**config.mk**
```make
export PLATFORM = sky130hd
export DESIGN_NAME = ex_mem_stage_flat
export DESIGN_NICKNAME = d
export VERILOG_FILES = /design/src/rtl/ex_mem_stage_if.sv /design/src/rtl/ex_mem_stage.sv /design/src/flat_wrapper.sv
export SDC_FILE = /design/constraint.sdc
export NUM_CORES = 1
export LEC_CHECK = 0
export CORE_MARGIN = 2
export CORE_UTILIZATION = 45
export CTS_CLUSTER_SIZE = 12
export DETAILED_ROUTE_END_ITERATION = 16
export PLACE_DENSITY = 0.8
export SLEW_MARGIN = 25
export SYNTH_ARGS = -nofsm -noshare
export SYNTH_HDL_FRONTEND = slang
export SYNTH_SLANG_ARGS = --single-unit
```
**constraint.sdc**
```tcl
create_clock -name clk -period 3 [get_ports clk]
set_input_delay 0.75 -clock clk [delete_from_list [all_inputs] [get_ports clk]]
set_output_delay 0.75 -clock clk [all_outputs]
set_load 0.02 [all_outputs]
```
**src/rtl/ex_mem_stage_if.sv**
```systemverilog
// Execute-to-memory stage bus: upstream entry fields, downstream entry fields,
// branch resolution and forwarding taps.
interface ex_mem_stage_if #(
  parameter int DATA_W = 32,
  parameter int REG_W  = 5
);
  logic              in_valid;
  logic              in_ready;
  logic [DATA_W-1:0] alu_result;
  logic              zero_flag;
  logic [DATA_W-1:0] store_data;
  logic [REG_W-1:0]  dest_reg;
  logic              mem_read;
  logic              mem_write;
  logic              reg_write;
  logic              branch;
  logic              branch_ne;
  logic [DATA_W-1:0] pc_plus4;
  logic [DATA_W-1:0] branch_offset;
  logic              flush;
  logic              out_valid;
  logic              out_ready;
  logic [DATA_W-1:0] out_result;
  logic [DATA_W-1:0] out_store_data;
  logic [REG_W-1:0]  out_dest_reg;
  logic              out_mem_read;
  logic              out_mem_write;
  logic              out_reg_write;
  logic              branch_taken;
  logic [DATA_W-1:0] branch_target;
  logic              fwd_valid;
  logic [REG_W-1:0]  fwd_reg;
  logic [DATA_W-1:0] fwd_data;

  modport master (
    output in_valid, alu_result, zero_flag, store_data, dest_reg,
           mem_read, mem_write, reg_write, branch, branch_ne,
           pc_plus4, branch_offset, flush, out_ready,
    input  in_ready, out_valid, out_result, out_store_data, out_dest_reg,
           out_mem_read, out_mem_write, out_reg_write, branch_taken,
           branch_target, fwd_valid, fwd_reg, fwd_data
  );

  modport slave (
    input  in_valid, alu_result, zero_flag, store_data, dest_reg,
           mem_read, mem_write, reg_write, branch, branch_ne,
           pc_plus4, branch_offset, flush, out_ready,
    output in_ready, out_valid, out_result, out_store_data, out_dest_reg,
           out_mem_read, out_mem_write, out_reg_write, branch_taken,
           branch_target, fwd_valid, fwd_reg, fwd_data
  );
endinterface

```
**src/rtl/ex_mem_stage.sv**
```systemverilog
// EX/MEM pipeline register with a two-entry skid buffer, branch resolution at
// accept time, and a forwarding tap from the main entry.
module ex_mem_stage #(
  parameter int DATA_W = 32,
  parameter int REG_W  = 5
) (
  input  logic         clk,
  input  logic         rst_n,
  ex_mem_stage_if.slave bus
);

  typedef struct packed {
    logic [DATA_W-1:0] result;
    logic [DATA_W-1:0] store;
    logic [REG_W-1:0]  dest;
    logic              mem_read;
    logic              mem_write;
    logic              reg_write;
  } entry_t;

  entry_t            w_in_entry;
  entry_t            r_main;
  entry_t            r_skid;
  entry_t            w_main_nxt;
  entry_t            w_skid_nxt;
  logic              r_main_valid;
  logic              r_skid_valid;
  logic              w_main_valid_nxt;
  logic              w_skid_valid_nxt;
  logic              r_in_ready;
  logic              r_br_taken;
  logic [DATA_W-1:0] r_br_target;
  logic              w_accept;
  logic              w_drain;
  logic              w_taken;
  logic [DATA_W-1:0] w_target;

  assign w_in_entry = {bus.alu_result, bus.store_data, bus.dest_reg,
                       bus.mem_read, bus.mem_write, bus.reg_write};
  assign w_accept   = bus.in_valid & r_in_ready & ~bus.flush;
  assign w_drain    = r_main_valid & bus.out_ready;
  assign w_taken    = bus.branch & (bus.zero_flag ^ bus.branch_ne);
  assign w_target   = bus.pc_plus4 + (bus.branch_offset << 2'd2);

  // Next-state selection for main and skid entries
  always_comb begin
    w_main_nxt       = r_main;
    w_skid_nxt       = r_skid;
    w_main_valid_nxt = r_main_valid;
    w_skid_valid_nxt = r_skid_valid;
    if (bus.flush) begin
      w_main_valid_nxt = 1'b0;
      w_skid_valid_nxt = 1'b0;
    end else if (!r_main_valid || w_drain) begin
      // Skid always refills main first so ordering is preserved.
      if (r_skid_valid) begin
        w_main_nxt       = r_skid;
        w_main_valid_nxt = 1'b1;
        w_skid_valid_nxt = 1'b0;
      end else if (w_accept) begin
        w_main_nxt       = w_in_entry;
        w_main_valid_nxt = 1'b1;
      end else begin
        w_main_valid_nxt = 1'b0;
      end
    end else if (w_accept) begin
      w_skid_nxt       = w_in_entry;
      w_skid_valid_nxt = 1'b1;
    end else begin
      w_skid_valid_nxt = r_skid_valid;
    end
  end

  // Entry storage, registered ready and branch outcome
  always_ff @(posedge clk or negedge rst_n) begin
    if (!rst_n) begin
      r_main       <= '0;
      r_skid       <= '0;
      r_main_valid <= 1'b0;
      r_skid_valid <= 1'b0;
      r_in_ready   <= 1'b1;
      r_br_taken   <= 1'b0;
      r_br_target  <= {DATA_W{1'b0}};
    end else begin
      r_main       <= w_main_nxt;
      r_skid       <= w_skid_nxt;
      r_main_valid <= w_main_valid_nxt;
      r_skid_valid <= w_skid_valid_nxt;
      r_in_ready   <= ~w_skid_valid_nxt;
      r_br_taken   <= w_accept & w_taken;
      if (w_accept && bus.branch) begin
        r_br_target <= w_target;
      end
    end
  end

  assign bus.in_ready       = r_in_ready;
  assign bus.out_valid      = r_main_valid;
  assign bus.out_result     = r_main.result;
  assign bus.out_store_data = r_main.store;
  assign bus.out_dest_reg   = r_main.dest;
  assign bus.out_mem_read   = r_main.mem_read;
  assign bus.out_mem_write  = r_main.mem_write;
  assign bus.out_reg_write  = r_main.reg_write;
  assign bus.branch_taken   = r_br_taken;
  assign bus.branch_target  = r_br_target;
  assign bus.fwd_valid      = r_main_valid & r_main.reg_write & (r_main.dest != {REG_W{1'b0}});
  assign bus.fwd_reg        = r_main.dest;
  assign bus.fwd_data       = r_main.result;

endmodule

```
**src/flat_wrapper.sv**
```systemverilog
// flat-port wrapper written by rule: the top's interface ports become plain ports
module ex_mem_stage_flat 
#(
  parameter int DATA_W = 32,
  parameter int REG_W  = 5
)
  (clk, rst_n, bus_in_valid, bus_alu_result, bus_zero_flag, bus_store_data, bus_dest_reg, bus_mem_read, bus_mem_write, bus_reg_write, bus_branch, bus_branch_ne, bus_pc_plus4, bus_branch_offset, bus_flush, bus_out_ready, bus_in_ready, bus_out_valid, bus_out_result, bus_out_store_data, bus_out_dest_reg, bus_out_mem_read, bus_out_mem_write, bus_out_reg_write, bus_branch_taken, bus_branch_target, bus_fwd_valid, bus_fwd_reg, bus_fwd_data);
  ex_mem_stage_if #(.DATA_W(DATA_W), .REG_W(REG_W)) bus_i ();
  input  logic clk;
  input  logic rst_n;
  input wire logic [$bits(bus_i.in_valid)-1:0] bus_in_valid;
  input wire logic [$bits(bus_i.alu_result)-1:0] bus_alu_result;
  input wire logic [$bits(bus_i.zero_flag)-1:0] bus_zero_flag;
  input wire logic [$bits(bus_i.store_data)-1:0] bus_store_data;
  input wire logic [$bits(bus_i.dest_reg)-1:0] bus_dest_reg;
  input wire logic [$bits(bus_i.mem_read)-1:0] bus_mem_read;
  input wire logic [$bits(bus_i.mem_write)-1:0] bus_mem_write;
  input wire logic [$bits(bus_i.reg_write)-1:0] bus_reg_write;
  input wire logic [$bits(bus_i.branch)-1:0] bus_branch;
  input wire logic [$bits(bus_i.branch_ne)-1:0] bus_branch_ne;
  input wire logic [$bits(bus_i.pc_plus4)-1:0] bus_pc_plus4;
  input wire logic [$bits(bus_i.branch_offset)-1:0] bus_branch_offset;
  input wire logic [$bits(bus_i.flush)-1:0] bus_flush;
  input wire logic [$bits(bus_i.out_ready)-1:0] bus_out_ready;
  output wire logic [$bits(bus_i.in_ready)-1:0] bus_in_ready;
  output wire logic [$bits(bus_i.out_valid)-1:0] bus_out_valid;
  output wire logic [$bits(bus_i.out_result)-1:0] bus_out_result;
  output wire logic [$bits(bus_i.out_store_data)-1:0] bus_out_store_data;
  output wire logic [$bits(bus_i.out_dest_reg)-1:0] bus_out_dest_reg;
  output wire logic [$bits(bus_i.out_mem_read)-1:0] bus_out_mem_read;
  output wire logic [$bits(bus_i.out_mem_write)-1:0] bus_out_mem_write;
  output wire logic [$bits(bus_i.out_reg_write)-1:0] bus_out_reg_write;
  output wire logic [$bits(bus_i.branch_taken)-1:0] bus_branch_taken;
  output wire logic [$bits(bus_i.branch_target)-1:0] bus_branch_target;
  output wire logic [$bits(bus_i.fwd_valid)-1:0] bus_fwd_valid;
  output wire logic [$bits(bus_i.fwd_reg)-1:0] bus_fwd_reg;
  output wire logic [$bits(bus_i.fwd_data)-1:0] bus_fwd_data;
  assign bus_i.in_valid = bus_in_valid;
  assign bus_i.alu_result = bus_alu_result;
  assign bus_i.zero_flag = bus_zero_flag;
  assign bus_i.store_data = bus_store_data;
  assign bus_i.dest_reg = bus_dest_reg;
  assign bus_i.mem_read = bus_mem_read;
  assign bus_i.mem_write = bus_mem_write;
  assign bus_i.reg_write = bus_reg_write;
  assign bus_i.branch = bus_branch;
  assign bus_i.branch_ne = bus_branch_ne;
  assign bus_i.pc_plus4 = bus_pc_plus4;
  assign bus_i.branch_offset = bus_branch_offset;
  assign bus_i.flush = bus_flush;
  assign bus_i.out_ready = bus_out_ready;
  assign bus_in_ready = bus_i.in_ready;
  assign bus_out_valid = bus_i.out_valid;
  assign bus_out_result = bus_i.out_result;
  assign bus_out_store_data = bus_i.out_store_data;
  assign bus_out_dest_reg = bus_i.out_dest_reg;
  assign bus_out_mem_read = bus_i.out_mem_read;
  assign bus_out_mem_write = bus_i.out_mem_write;
  assign bus_out_reg_write = bus_i.out_reg_write;
  assign bus_branch_taken = bus_i.branch_taken;
  assign bus_branch_target = bus_i.branch_target;
  assign bus_fwd_valid = bus_i.fwd_valid;
  assign bus_fwd_reg = bus_i.fwd_reg;
  assign bus_fwd_data = bus_i.fwd_data;
  ex_mem_stage #(.DATA_W(DATA_W), .REG_W(REG_W)) u_core (.clk(clk), .rst_n(rst_n), .bus(bus_i));
endmodule
```
==> impl_metrics.toml <==
[status]
outcome = "completed"

[worst_setup_path]
path_class = "in2reg"
worstSetupEndpoint = "u_core.bus.branch_target[23]$_DFFE_PN0P_"
cp_top_family = "compound AO/OA/AOI/OAI gates"
cp.required_ns = 3.29
reg2reg_depth = 5
critPathMaxStageDelay_ns = 0.42
crit_chain = "clkdlybuf4s50_1 > ha_1 > a21o_1 > a31o_2 > o211a_1 > a2111oi_4 > a21oi_2 > a31oi_1 > xor2_1 > o21ai_1"
critPathMaxFanout = 5
crit_arrival_ns = 3.18
r2r_end = "u_core.bus.branch_target[14]$_DFFE_PN0P_"
crit-reg2reg-launch = "u_core.bus.in_ready$_DFF_PN1_"
crit_path_start = "bus_pc_plus4[6]"
crit_cells = 10
endpoint_kind = "register"
crit_slowest_cell = "clkdlybuf4s50_1"
startpoint_type = "input pin"
r2r_slack_ns = 1.12
cp_num_buf_inv = 1

[floorplan]
core_area_um2 = 20000
num_rows = 52
io_pins = 289
dieArea_um2 = 21400
start_util_pct = 45.4
die_x_um = 146
die_h_um = 146

[power_and_ir_drop]
clkPwrFrac_pct = 27.4
power_frac_seq_pct = 40.4
intPower_mw = 5.53
combPwrFrac_pct = 32.2
power.density_nw_per_um2 = 620
ir_drop_mv = 0.332
p_leak_nw = 5.54
switchingPower_mw = 2.59
swShare_pct = 31.9
totalPowerFinal_mw = 8.12

[timing]
finalHoldViolCount = 0
max_clock_freq_mhz = 347
finalCritPeriodShare_pct = 96.2
slew_viol_final = 0
timing.slew.headroom_pct = 63.6
setup_slack_ns = 0.115
worst_pin_slew_ns = 0.546
finalCriticalPeriod_ns = 2.89
final.setup.tns_ns = 0
setup_viol = 0
rsz0062_at_grt = "true"
finalClockSkew_ns = 0.0106

[placement]
port_buffers = 286
dpl.cell_count = 1396
gp_congestion = 0.861
dp_hpwl_um = 17700
dpl_cell_area_um2 = 12500
pre_cts_slack_ns = -0.434

[route]
dr.pass1.iters = 4
vias = 7379
route.detailed.drc = 0
drtIter0Drc = 324
routed_wl_um = 23800
vias_per_cell = 5.16
routedWlPerCell_um = 16.7
ant_nets = 0

[yosys]
async_reset_ff_share_pct = 100
synth_nets = 1023
synth_xor_xnor_area_share_pct = 2.60
synth_top_family_by_area = "multiplexers"
synth_fa_ha_area_share_pct = 4.21
synthFlopType = "dfrtp_1"
synth_compound_area_share_pct = 12.5
synthMuxAreaShare_pct = 16.9
yosys_register_bits = 180
synthCells = 849
synth-simple-area-share_pct = 8.79
yosys_warnings = 0
synthDistinctLibCells = 59
syn_area_per_cell_um2 = 10.7
ys_seq_area_share_pct = 49.5
synth-edff-count = 0
syn_area_um2 = 9100

[global_route]
grtUsageTotal_pct = 22.3
antenna_found_initial = 1
grt_pass1_vias = 7364
grt_first_pass_wirelength_um = 38000
grt_max_degree = 117
grt_overflow = 0

[clock_tree]
cts_tree = "yes"
clockRootBuffer = "clkbuf_16"
clock_latency_ns = 0.42
cts-htree-levels = 4
clkSinkCount = 180
cts_setup_buffers = 0
clockBufferDepth = 2
cts_made_buffers = 17
clk_pin_slew_ns = 0.07

[cells_and_area]
drive_gt1_share_pct = 17.2
nFillCells = 1593
design_area_um2 = 13100
regMostFlops = "u_core.r_skid"
fin_cells = 1429
nets = 1319
syn2layout_area_growth_pct = 44.0
largest_reg_flops = 72

[flow_run]
max-cap-violations = 0

[hold_path]
hp-class = "in2async"
==> per-layer routing <==
| layer | up-vias | share of wire, % | track usage (%) |
|---|---|---|---|
| li1 | 3549 | - | - |
| met1 | 3533 | 42 | 28.4 |
| met2 | 279 | 49 | 38.3 |
| met3 | 18 | 7.2 | 5.38 |
| met4 | 0 | 1.1 | 5.53 |
| met5 | - | 0 | 0 |
==> cells in the final DEF, fill, tap and decap left out, types with 2 or more instances in the layout <==
cell type	n
nand4_1	4
nand2b_1	4
xor2_1	13
mux2i_1	73
inv_1	11
and3_1	4
or3_1	4
ha_1	29
nand2_1	47
o21bai_1	2
nor2_1	91
a31oi_1	3
inv_6	5
nand3_1	10
nor2b_1	3
o31ai_1	3
clkbuf_16	17
xnor2_1	14
a31o_2	3
a211oi_2	2
o21ai_1	4
clkinv_8	2
clkdlybuf4s50_1	285
a211oi_1	2
dfrtp_1	178
clkinv_4	2
o21ai_0	35
mux2_2	72
nor3_1	2
inv_8	2
buf_4	68
a21oi_2	2
nor3_2	3
a21oi_1	97
buf_12	5
a21o_1	20
==> power by group through the flow <==
stage / logic (mW) / registers (mW) / clock network (mW)
after floorplan: 1.08 / 3.59 / 0
after CTS: 2.63 / 3.28 / 2.28
after global placement: 2.56 / 3.28 / 0
after detailed placement: 2.62 / 3.32 / 0
final: 2.62 / 3.28 / 2.23
after global routing: 2.80 / 3.35 / 2.40
==> repair_timing <==
item                                    in CTS  in global routing
endpoints found under the setup margin       0                  7
resized for setup                            0                  8
hold buffers                                 0                  0
==> kinds of logic after synthesis <==
kind of cell    Yosys count
simple gates            183
buf+inv                  93
flops                   180
fa+ha+maj                30
xor+xnor                 27
compound gates          191
mux                     145
==> synthesized netlist by cell type, types with 2 or more instances <==
master	number	area share (%)
dfrtp_1	179	49
a21oi_1	98	5.4
nor2_1	91	3.8
mux2i_1	73	8.0
mux2_2	72	8.9
nand2_1	48	2.0
buf_4	37	3.1
clkbuf_1	37	1.5
o21ai_0	36	2.0
ha_1	29	4.0
a21o_1	20	1.7
xnor2_1	14	1.3
xor2_1	13	1.3
inv_1	11	0.45
nand3_1	10	0.55
buf_1	6	0.25
a31oi_1	4	0.27
and3_1	4	0.27
nand2b_1	4	0.27
nand4_1	4	0.27
nor2b_1	4	0.27
nor3_1	4	0.22
or3_1	4	0.27
a211oi_1	3	0.25
a31o_2	3	0.29
o21ai_1	3	0.16
o31ai_1	3	0.25
a311oi_1	2	0.19
nor4b_1	2	0.19
o21bai_1	2	0.16
==> worst min-delay path by stage <==
stage                                                     endpoint  slack, ns  cells after the start
final                                u_core.r_skid[65]$_DFFE_PN0P_       0.24                      1
after CTS                            u_core.r_skid[65]$_DFFE_PN0P_       0.24                      1
after global routing           u_core.bus.fwd_data[25]$_DFFE_PN0P_       0.25                      1
after detailed placement   u_core.bus.branch_target[7]$_DFFE_PN0P_       0.47                      2
after global placement    u_core.bus.branch_target[20]$_DFFE_PN0P_       0.46                      2
after floorplan                  u_core.bus.branch_taken$_DFF_PN0_       0.45                      0
==> final cells by class <==
type	instances	area (um^2)	area share [%]
Sequential cell	180	4510	34.4
Multi-Input combinational cell	576	4140	31.6
Timing Repair Buffer	359	3470	26.5
Clock buffer	18	439	3.35
Tap cell	270	338	2.58
Clock inverter	14	159	1.21
Inverter	11	41.3	0.315
Antenna cell	1	2.50	0.0191
==> stage by stage <==
step / hold WS (ns) / utilization, %
6_report: 0.242 / 65.4
3_5_place_dp: 0.470 / 62.2
5_1_grt: 0.253 / 65.4
3_3_place_gp: 0.460 / 62.2
2_1_floorplan: 0.454 / -
4_1_cts: 0.238 / 65.2
Power figures use the tool's default switching activity.
